==> config.mk <==
export PLATFORM = sky130hd
export DESIGN_NAME = split_router
export DESIGN_NICKNAME = d
export VERILOG_FILES = /design/src/rtl/spike_pkg.sv /design/src/rtl/split_router.sv
export SDC_FILE = /design/constraint.sdc
export NUM_CORES = 1
export LEC_CHECK = 0
export ABC_AREA = 1
export CORE_ASPECT_RATIO = 2
export CORE_MARGIN = 4
export CORE_UTILIZATION = 44
export DETAILED_ROUTE_END_ITERATION = 12
export HOLD_SLACK_MARGIN = 0.1
export PLACE_DENSITY = 0.78
export SLEW_MARGIN = 20
export SYNTH_ARGS = -nofsm -noshare
export SYNTH_HDL_FRONTEND = slang
export SYNTH_SLANG_ARGS = --single-unit
==> constraint.sdc <==
create_clock -name clk -period 1 [get_ports clk]
set_input_delay 0.1 -clock clk [delete_from_list [all_inputs] [get_ports clk]]
set_output_delay 0.1 -clock clk [all_outputs]
set_load 0.03 [all_outputs]
==> src/rtl/spike_pkg.sv <==
// spike_pkg: shared FSM state types and packet layout for the spike interconnect receive side.
// Contents: in_state_t, out_state_t, DEF_WIDTH, DEST_BIT, packet_t.
package spike_pkg;
   typedef enum logic {IN_IDLE, IN_HOLD} in_state_t;
   typedef enum logic [1:0] {O_IDLE, O_REQ, O_REL} out_state_t;
   localparam int DEF_WIDTH = 2;
   // The destination tag is the bit just above the payload.
   localparam int DEST_BIT = DEF_WIDTH;
   typedef struct packed {
      logic dest;
      logic [DEF_WIDTH-1:0] payload;
   } packet_t;
endpackage

==> src/rtl/split_router.sv <==
// split_router: steers tagged 4-phase packets, tag stripped, to one of two 4-phase outputs.
// Ports: clk, rst (sync, active-high); in_req/in_data/in_ack upstream channel;
// out0_req/out0_data/out0_ack and out1_req/out1_data/out1_ack downstream channels;
// cnt0/cnt1 count completed handshakes per output (wrapping).
module split_router
   import spike_pkg::*;
#(
   parameter int WIDTH = 2,
   parameter int CNT_W = 8
) (
   input  logic             clk,
   input  logic             rst,
   input  logic             in_req,
   input  logic [WIDTH:0]   in_data,
   output logic             in_ack,
   output logic             out0_req,
   output logic [WIDTH-1:0] out0_data,
   input  logic             out0_ack,
   output logic             out1_req,
   output logic [WIDTH-1:0] out1_data,
   input  logic             out1_ack,
   output logic [CNT_W-1:0] cnt0,
   output logic [CNT_W-1:0] cnt1
);
   in_state_t  in_st;
   out_state_t out_st;
   logic [WIDTH:0] buf_q;
   logic buf_full;
   logic dest;
   logic launch;
   logic capture;
   logic ack_sel;
   always_comb begin
      launch  = (out_st == O_IDLE) && buf_full;
      // A launch this cycle frees the buffer, so capture may bypass the full flag.
      capture = (in_st == IN_IDLE) && in_req && (!buf_full || launch);
      // Only the selected destination's ack is observed.
      ack_sel = dest ? out1_ack : out0_ack;
   end
   always_ff @(posedge clk) begin
      if (rst) begin
         in_st     <= IN_IDLE;
         out_st    <= O_IDLE;
         buf_q     <= '0;
         buf_full  <= 1'b0;
         dest      <= 1'b0;
         in_ack    <= 1'b0;
         out0_req  <= 1'b0;
         out1_req  <= 1'b0;
         out0_data <= '0;
         out1_data <= '0;
         cnt0      <= '0;
         cnt1      <= '0;
      end else begin
         if (capture) buf_q <= in_data;
         buf_full <= capture | (buf_full & ~launch);
         if (in_st == IN_IDLE) begin
            if (capture) begin
               in_ack <= 1'b1;
               in_st  <= IN_HOLD;
            end
         end else if (!in_req) begin
            in_ack <= 1'b0;
            in_st  <= IN_IDLE;
         end
         unique case (out_st)
            O_IDLE: if (buf_full) begin
               dest <= buf_q[WIDTH];
               if (buf_q[WIDTH]) begin
                  out1_data <= buf_q[WIDTH-1:0];
                  out1_req  <= 1'b1;
               end else begin
                  out0_data <= buf_q[WIDTH-1:0];
                  out0_req  <= 1'b1;
               end
               out_st <= O_REQ;
            end
            O_REQ: if (ack_sel) begin
               out0_req <= 1'b0;
               out1_req <= 1'b0;
               if (dest) cnt1 <= cnt1 + CNT_W'(1);
               else cnt0 <= cnt0 + CNT_W'(1);
               out_st <= O_REL;
            end
            O_REL: if (!ack_sel) out_st <= O_IDLE;
            default: out_st <= O_IDLE;
         endcase
      end
   end
endmodule
# Word-level counts from Yosys, hierarchy flattened
# Cells that the tools add are included.
dict set report op_classes {
  n_addsub 2
  n_eq_ne 8
  n_mux 18
  n_bitwise 6
  n_reduce_logical 17
}
# op count
set op_table {}
lappend op_table {{$add A8 B1 Y8 const B} 2}
lappend op_table {{$reduce_and A3 Y1} 5}
lappend op_table {{$mux W1} 12}
lappend op_table {{$ne A2 B2 Y1 const B} 6}
lappend op_table {{$reduce_and A4 Y1} 2}
lappend op_table {{$mux W2} 3}
lappend op_table {{$pmux W2 S3} 1}
lappend op_table {{$not A1 Y1} 4}
lappend op_table {{$pmux W1 S2} 2}
lappend op_table {{$reduce_and A2 Y1} 2}
lappend op_table {{$reduce_bool A2 Y1} 2}
lappend op_table {{$logic_and A1 B1 Y1} 3}
lappend op_table {{$eq A2 B1 Y1 const B} 1}
lappend op_table {{$eq A2 B2 Y1 const B} 1}
lappend op_table {{$logic_not A2 Y1} 1}
lappend op_table {{$and A1 B1 Y1} 1}
lappend op_table {{$logic_not A1 Y1} 1}
lappend op_table {{$logic_or A1 B1 Y1} 1}
lappend op_table {{$or A1 B1 Y1} 1}
dict set report totals {
  regBits 31
  input_bits 8
  out_inout_bits 23
  wordCells 63
}

# Depth between registers and ports, before layout
# Gate-level depths: netlist of the first run.
dict set report logic_depth {
  ltp_word 6
  depth_mapped 8
  depth_no_buf 8
}

# Worst setup path after synthesis of the first run
# Ideal clock, no wire load.
dict set report synth_path {
  kind {register to register}
  from {register cnt0[0]}
  to {register cnt0[4]}
  setup_ps 70
  arrival_time_ps 1236
  t_required_ps 930
  path_slack_ps -306
  path_stages_with_launch 6
  path_buffers 0
  synth_period_minus_slack_ps 1306
  path_cell_list {dfxtp_1 -> ha_1 -> nand3_1 -> xnor2_1 -> nand2_1 -> a21oi_1}
}
dict set report synth_between {
  elab_chain_len 1
}
# item line
set synth_rtl {}
lappend synth_rtl {{from (decl)} split_router.sv:22} ;# output logic [CNT_W-1:0] cnt0,
lappend synth_rtl {{from (signal assigned)} split_router.sv:82} ;# else cnt0 <= cnt0 + CNT_W'(1);
lappend synth_rtl {{$add A8 B1 Y8} split_router.sv:82}
# No other way between the ends.
# A chain may end at the register's enable or synchronous reset.

# Worst setup path in the final report of the first run
dict set report layout_path {
  from {register dest}
  to {register cnt1[7]}
}
dict set report layout_between {
  elab_chain_len 2
}
# item line
set layout_rtl {}
lappend layout_rtl {{from (decl)} split_router.sv:29} ;# logic dest;
lappend layout_rtl {{from (signal assigned)} split_router.sv:68} ;# dest <= buf_q[WIDTH];
lappend layout_rtl {{$mux W1} split_router.sv:38} ;# ack_sel = dest ? out1_ack : out0_ack;
lappend layout_rtl {{$reduce_and A3 Y1 (no line) (*)} -}
lappend layout_rtl {{to (signal assigned)} split_router.sv:81} ;# if (dest) cnt1 <= cnt1 + CNT_W'(1);
lappend layout_rtl {{to (decl)} split_router.sv:23} ;# output logic [CNT_W-1:0] cnt1
# Every way passes the cells marked *; elsewhere a longest branch is shown, timed or not.

==> results of run 1 <==
sequential cells by signal, summed over array words and instances, names as in the netlist, 2 cells and up:
name,count
cnt0,8
cnt1,8
buf_q,3
out0_data,2
out1_data,2
out_st,2
metrics by stage:
step	worst slack, ns	util
6_report	-0.203	0.738
4_1_cts	-0.143	0.709
3_3_place_gp	-0.325	0.620
3_5_place_dp	-0.388	0.620
5_1_grt	-0.280	0.738
2_1_floorplan	-0.0371	-
cells in the final DEF (no fill, tap or decap), drive strengths merged, types with 2 or more instances in the layout:
master | synthesis | final
nand4 | 4 | 4
nand3 | 7 | 7
ha | 2 | 2
buf | 3 | 49
a211oi | 2 | 2
dfxtp | 31 | 31
clkbuf | 0 | 6
o211ai | 2 | 2
a21oi | 12 | 12
o21ai | 15 | 15
nor2 | 37 | 37
inv | 37 | 37
nand2 | 43 | 43
clkdlybuf4s50 | 0 | 7
worst min-delay path by stage:
stage | from | to | slack (ns) | cells after the start
floorplan | in_req | in_st$_SDFF_PP0_ | 0.24 | 2
global placement | out1_req$_SDFFE_PP0P_ | out1_req$_SDFFE_PP0P_ | 0.46 | 2
detailed placement | out_st[0]$_SDFFE_PP0P_ | out_st[1]$_SDFFE_PP0P_ | 0.46 | 1
CTS | in_data[0] | buf_q[0]$_SDFFE_PP0P_ | 0.40 | 3
global route | in_data[2] | buf_q[2]$_SDFFE_PP0P_ | 0.45 | 3
finish | in_data[2] | buf_q[2]$_SDFFE_PP0P_ | 0.44 | 3
worst max-delay path: stages, from the launching register on:
cell and delay, ns:
dfxtp_1 0.35, nand2_1 0.12, inv_2 0.09, nand2_2 0.07, nor2_4 0.14, buf_6 0.11
nand4_1 0.08, nand2_1 0.10, nor2_1 0.04
final cells by class:
cell class,count,area [sq um],area share
Sequential cell,31,657,0.299
Clock inverter,2,35.0,0.0159
Multi-Input combinational cell,128,744,0.339
Clock buffer,6,82.6,0.0376
Inverter,37,139,0.0632
Tap cell,30,37.5,0.0171
Timing Repair Buffer,56,502,0.228
cells by family (layout without fill, tap and decap cells):
family	after synthesis	after routing	synth area share
and+or+nand+nor	92	92	0.284
DFF	31	31	0.448
AOI/OAI and AO/OA	33	33	0.129
xor gates and xnor gates	1	1	0.00632
adders and majority gates	2	2	0.0181
buffers and inverters	40	101	0.115
per-layer routing:
metal | up-vias | wire length [microns] | part of all wire | global-route usage
li1 | 739 | - | - | -
met1 | 672 | 1250 | 0.35 | 0.181
met2 | 35 | 2110 | 0.58 | 0.344
met3 | 13 | 138 | 0.038 | 0.0373
met4 | 0 | 127 | 0.035 | 0.105
met5 | - | 0 | 0 | 0
where the power goes:
part	total [mW]	leakage (nW)	internal, mW	switching, mW
clock network	1.28	0.0612	0.806	0.471
logic	0.404	0.680	0.189	0.215
registers	1.31	0.262	1.27	0.0410
total	2.99	1.00	2.26	0.727
repair_timing:
item | CTS | global route
pin swaps | 6 | 8
resized for setup | 46 | 19
setup endpoints to repair | 34 | 33
buffers inserted | 4 | 3
==> impl_summary.txt, run 1 <==
----------------------------------------------------
[Status]
  Outcome ... complete, but fails checks
  Violated checks ... negative setup slack

[Worst setup path]
  Data arrival time at the worst-slack endpoint ... 1.39 ns
  End of the worst register-to-register path ... cnt1[7]$_SDFFE_PP0P_
  Worst reg-to-reg setup slack ... -0.20 ns
  Type of destination of the critical path ... flop
  Class of the most critical setup path ... flop to flop
  Required time of the critical path ... 1.18 ns
  Maximum fanout along the worst path ... 3
  Worst setup startpoint ... dest$_SDFFE_PP0P_
  Element type at the critical path start ... flop
  End of the critical path ... cnt1[7]$_SDFFE_PP0P_
  Startpoint of the most critical register-to-register path ... dest$_SDFFE_PP0P_
  Cells on worst reg2reg path ... 8

[Synth]
  Post-synthesis cell type with the largest combined area ... dfxtp_1
  Count of distinct cell types in the synthesized netlist ... 20
  Leading cell types by total area after synthesis ... dfxtp_1 (45%), nand2_1 (11%), inv_1 (10%)
  Leading cell types by count after synthesis ... nand2_1 (42), inv_1 (37), nor2_1 (34), dfxtp_1 (31), o21ai_0 (15)
  Post-synthesis instance area ... 0.00139 sq mm
  Post-synth top area share ... 0.448
  Most instantiated library cell after synthesis ... nand2_1
  Part of the Yosys area used for sequential elements ... 0.448
  Post-synth EDFFs ... 0
  Synth warnings ... 0
  Cells after synthesis ... 199
  Synth Register Bits ... 31
  Mapped Avg Cell Area ... 6.96 sq um
  Total nets after synthesis ... 209
  Share of synthesized registers carrying an async set or reset ... 0
  Top flip-flop cell by instance count after synthesis ... dfxtp_1

[Clock network]
  TritonCTS clock tree ... built
  Clock buffer count from CTS ... 5
  H-tree depth ... 2
  Clock buffer depth ... 2
  Number of hold buffers added after cts ... 0
  Clock-pin slew on the worst setup and hold paths ... 0.07 ns
  Clk_lat worst skew ... 0.28 ns
  Clk Tree Root Cell ... clkbuf_8
  Number of clock sinks ... 31

[Die]
  Floorplan row count ... 28
  Floorplan Core Area ... 0.00298 sq mm
  I/O pin count ... 31
  Initial core utilization ... 0.465
  X dimension of the die ... 47.7 microns
  Die Y-Extent ... 87.3 microns
  Die area ... 0.00416 sq mm

[Layout]
  Diodes inserted ... 0
  Final-stage net count ... 269
  Share of cells above drive strength 1 ... 0.427
  Fill cell total of the finished layout ... 224
  Final instance count without filler cells ... 290
  Area of all placed cells without fillers ... 0.00220 sq mm
  Area overhead of the layout relative to synthesis ... 58.6%

[Pwr]
  Worst IR Drop VDD ... 0.00186 V
  Power after layout ... 2.99 mW
  Leakage power total ... 1.00 nW
  Power per cell area ... 1360 mW/mm^2

[Timing]
  Remaining max-slew budget at the tightest pin ... 0.829
  Pins Over Slew Limit ... 0
  Fmax ... 831 MHz
  Final hold viol count ... 0
  Ratio of final minimum period to clock period ... 1.20
  Skew final ... 0.00408 ns
  Setup total negative slack ... -2.56 ns
  Time the final worst path needs with I/O delays and setup ... 1.20 ns
  Worst-margin pin slew ... 0.256 ns
  Unrepaired setup endpoints after global routing ... true
  Setup ws final ... -0.203 ns
  Number of failing setup endpoints in the final timing report ... 30
  Worst Hold Margin ... 0.438 ns

[Routing]
  Number of routed nets with antenna violations ... 0
  Routed via count divided by cell count ... 5.03
  Number of detailed-routing iterations run before antenna repair ... 4
  Final wirelength ... 3630 microns
  DRC Markers ... 0
  Violation count after the first detailed-route iteration ... 24
  Vias ... 1459
  Avg WL per Cell ... 12.5 microns

[GRT]
  Grt total ovfl ... 0
  Pin count of the biggest net entering global routing ... 13
  Antenna violations before repair ... 0
  Global-route wire length before repair ... 5660 microns
  Overall fraction of global-route tracks in use ... 0.189
  Via count of the first global-routing pass ... 1389

[Place]
  Placed cell count ... 276
  Placement Cell Area ... 0.00185 sq mm
  IO Port Bufs ... 30
  Detailed placer's ending HPWL ... 2460 microns
  Final GP Congestion ... 0.786

[Hold path]
  Min-Delay Path Class ... input pin to flop

[Flow run]
  Max cap viols ... 0

----------------------------------------------------
Note: power is estimated with default switching activity, not from simulation.
==> inputs of run 2 (changes only) <==
--- a/config.mk
+++ b/config.mk
@@ -7,7 +7,6 @@
 export LEC_CHECK = 0
 export ABC_AREA = 1
 export CORE_ASPECT_RATIO = 2
-export CORE_MARGIN = 4
 export CORE_UTILIZATION = 44
 export DETAILED_ROUTE_END_ITERATION = 12
 export HOLD_SLACK_MARGIN = 0.1
==> run 2 against run 1 <==
Net effect:
- the run still ends with negative setup slack left
- count of clock-buffer cells in the layout stayed put
- wire length shrank 0.52%
- die area down 19%
- sequential share of layout area is 0.38 points higher
- setup slack improved by 0.054 ns
==> impl_summary.txt, run 2 (same netlist as run 1, synthesis figures left out) <==
----------------------------------------------------
[Worst setup path]
  Number of stages on the worst setup path ... 6
  Delay of the slowest cell on the worst path ... 0.38 ns
  Type of destination of the critical path ... flop
  Element type at the critical path start ... flop
  Buffers and inverters on the worst path ... 1
  Data arrival time at the worst-slack endpoint ... 1.33 ns
  Class of the most critical setup path ... flop to flop
  Worst-path cell with the longest stage delay ... dfxtp_4
  Maximum fanout along the worst path ... 5
  Cells on worst reg2reg path ... 6
  Cell chain of the critical path ... nor2_4, nand2_4, nor2_4, inv_2, nor2_2, nor2_1
  Worst path top cell family by delay ... simple AND/OR/NAND/NOR gates
  Required time of the critical path ... 1.18 ns
  Critical path's most frequent cell ... nor2_4

[Timing]
  Fmax ... 870 MHz
  Time the final worst path needs with I/O delays and setup ... 1.15 ns
  Number of failing setup endpoints in the final timing report ... 29
  Unrepaired setup endpoints after global routing ... true
  Worst-margin pin slew ... 0.256 ns
  Remaining max-slew budget at the tightest pin ... 0.829
  Skew final ... 0.00446 ns
  Pins Over Slew Limit ... 0
  Setup ws final ... -0.149 ns
  Ratio of final minimum period to clock period ... 1.15
  Final hold viol count ... 0
  Setup total negative slack ... -2.05 ns

[Pwr]
  Comb pwr share ... 0.146
  Power per cell area ... 1250 mW/mm^2
  Worst IR Drop VDD ... 0.00125 V
  Power after layout ... 2.72 mW
  Part of the power in registers ... 0.481
  Leakage power total ... 0.986 nW
  Cell-internal power ... 1.99 mW
  Switching pwr ... 0.736 mW
  Switching share of total power ... 0.270
  Clock network fraction of total power ... 0.373

[Routing]
  Final wirelength ... 3610 microns
  Avg WL per Cell ... 12.4 microns
  DRC Markers ... 0
  Number of detailed-routing iterations run before antenna repair ... 4
  Number of routed nets with antenna violations ... 0
  Violation count after the first detailed-route iteration ... 40
  Vias ... 1488
  Routed via count divided by cell count ... 5.13

[Hold path]
  Min-Delay Path Class ... input pin to flop
  Number of stages on the worst hold path ... 3

[Die]
  X dimension of the die ... 41.7 microns
  Floorplan Core Area ... 0.00298 sq mm
  Die Y-Extent ... 81.3 microns
  Initial core utilization ... 0.465
  I/O pin count ... 31
  Die area ... 0.00339 sq mm
  Floorplan row count ... 28

[Status]
  Violated checks ... negative setup slack
  Outcome ... complete, but fails checks

[Layout]
  Final instance count without filler cells ... 290
  Share of cells above drive strength 1 ... 0.450
  Commonest cells after routing, fill and taps aside ... buf_4 (38), nand2_1 (33), inv_1 (30)
  Most common cell after layout, fill and taps aside ... buf_4
  Final-stage net count ... 270
  Largest registers ... cnt0: 8 flops, cnt1: 8 flops, buf_q: 3 flops
  Multi-input gate area ... 767 sq um
  Diodes inserted ... 0
  Area overhead of the layout relative to synthesis ... 56.9%
  Sequential cell area ... 658 sq um
  Fill cell total of the finished layout ... 231

[GRT]
  Global-route wire length before repair ... 5550 microns
  Pin count of the biggest net entering global routing ... 13
  Grt total ovfl ... 0
  Overall fraction of global-route tracks in use ... 0.217
  Via count of the first global-routing pass ... 1348
  Antenna violations before repair ... 0

[Clock network]
  TritonCTS clock tree ... built
  Clock buffer count from CTS ... 5
  Clk_lat worst skew ... 0.29 ns
  Number of clock sinks ... 31
  Number of hold buffers added after cts ... 0
  Clock buffer depth ... 2
  Clock-pin slew on the worst setup and hold paths ... 0.06 ns
  Clk Tree Root Cell ... clkbuf_8
  H-tree depth ... 2

[Flow run]
  Max cap viols ... 0

[Place]
  Detailed placer's ending HPWL ... 2260 microns
  IO Port Bufs ... 30
  Pre-CTS setup slack ... -0.361 ns
  Placed cell count ... 274
  Final GP Congestion ... 0.760

----------------------------------------------------
==> run 2: stage by stage <==
stage	utilization	hold WS (ns)	area [sq um]
after floorplan	-	0.241	1440
after global placement	0.615	0.459	1830
after detailed placement	0.615	0.462	1830
after CTS	0.696	0.411	2070
after global routing	0.730	0.467	2170
final	0.730	0.410	2170
==> run 2: metal layers <==
metal,up-vias,track usage,part of all wire
li1,743,-,-
met1,694,0.190,0.34
met2,44,0.439,0.60
met3,7,0.0489,0.040
met4,0,0.110,0.025
met5,-,0,0
==> run 2: layout make-up <==
type / count / share of cell area
clock buffers: 6 / 0.0380
flip-flops and latches: 31 / 0.303
clock inverters: 1 / 0.00230
repair buffers: 56 / 0.220
well taps: 30 / 0.0173
inverters: 37 / 0.0662
multi-input cells: 129 / 0.353
==> run 2: worst register-to-register path, cell delays in order, from the launching register on <==
cell and delay [ns]:
dfxtp_4 0.38, nor2_4 0.16, nand2_4 0.09, nor2_4 0.19, inv_2 0.07, nor2_2 0.10
nor2_1 0.06
==> run 2: power by group through the flow <==
| stage | sequential [mW] | clock [mW] | combinational, mW |
|---|---|---|---|
| after floorplan | 1.37 | 0 | 0.126 |
| after global placement | 1.33 | 0 | 0.297 |
| after detailed placement | 1.33 | 0 | 0.302 |
| after CTS | 1.30 | 1.01 | 0.350 |
| after global routing | 1.31 | 1.06 | 0.431 |
| final | 1.31 | 1.02 | 0.399 |
==> run 2: what timing repair did <==
action / CTS / global route
setup endpoints to repair: 32 / 30
gates resized for setup: 40 / 27
cloned: 1 / 0
pin swaps: 10 / 21
buffers inserted: 5 / 3
==> run 2: final timing paths <==
kind | startpoint | end | slack (ns)
hold / removal | in_data[1] | buf_q[1]$_SDFFE_PP0P_ | 0.41
setup reg to reg | out_st[1]$_SDFFE_PP0P_ | out0_data[0]$_SDFFE_PP0P_ | -0.15
hold reg to reg | out1_req$_SDFFE_PP0P_ | out1_req$_SDFFE_PP0P_ | 0.48
setup / recovery | out_st[1]$_SDFFE_PP0P_ | out0_data[0]$_SDFFE_PP0P_ | -0.15
==> inputs of run 3 (changes only) <==
--- a/config.mk
+++ b/config.mk
@@ -6,6 +6,7 @@
 export NUM_CORES = 1
 export LEC_CHECK = 0
 export ABC_AREA = 1
+export CAP_MARGIN = 20
 export CORE_ASPECT_RATIO = 2
 export CORE_UTILIZATION = 44
 export DETAILED_ROUTE_END_ITERATION = 12
==> results of run 3 <==
The final DEF is identical to that of run 2; final timing and power are the same.
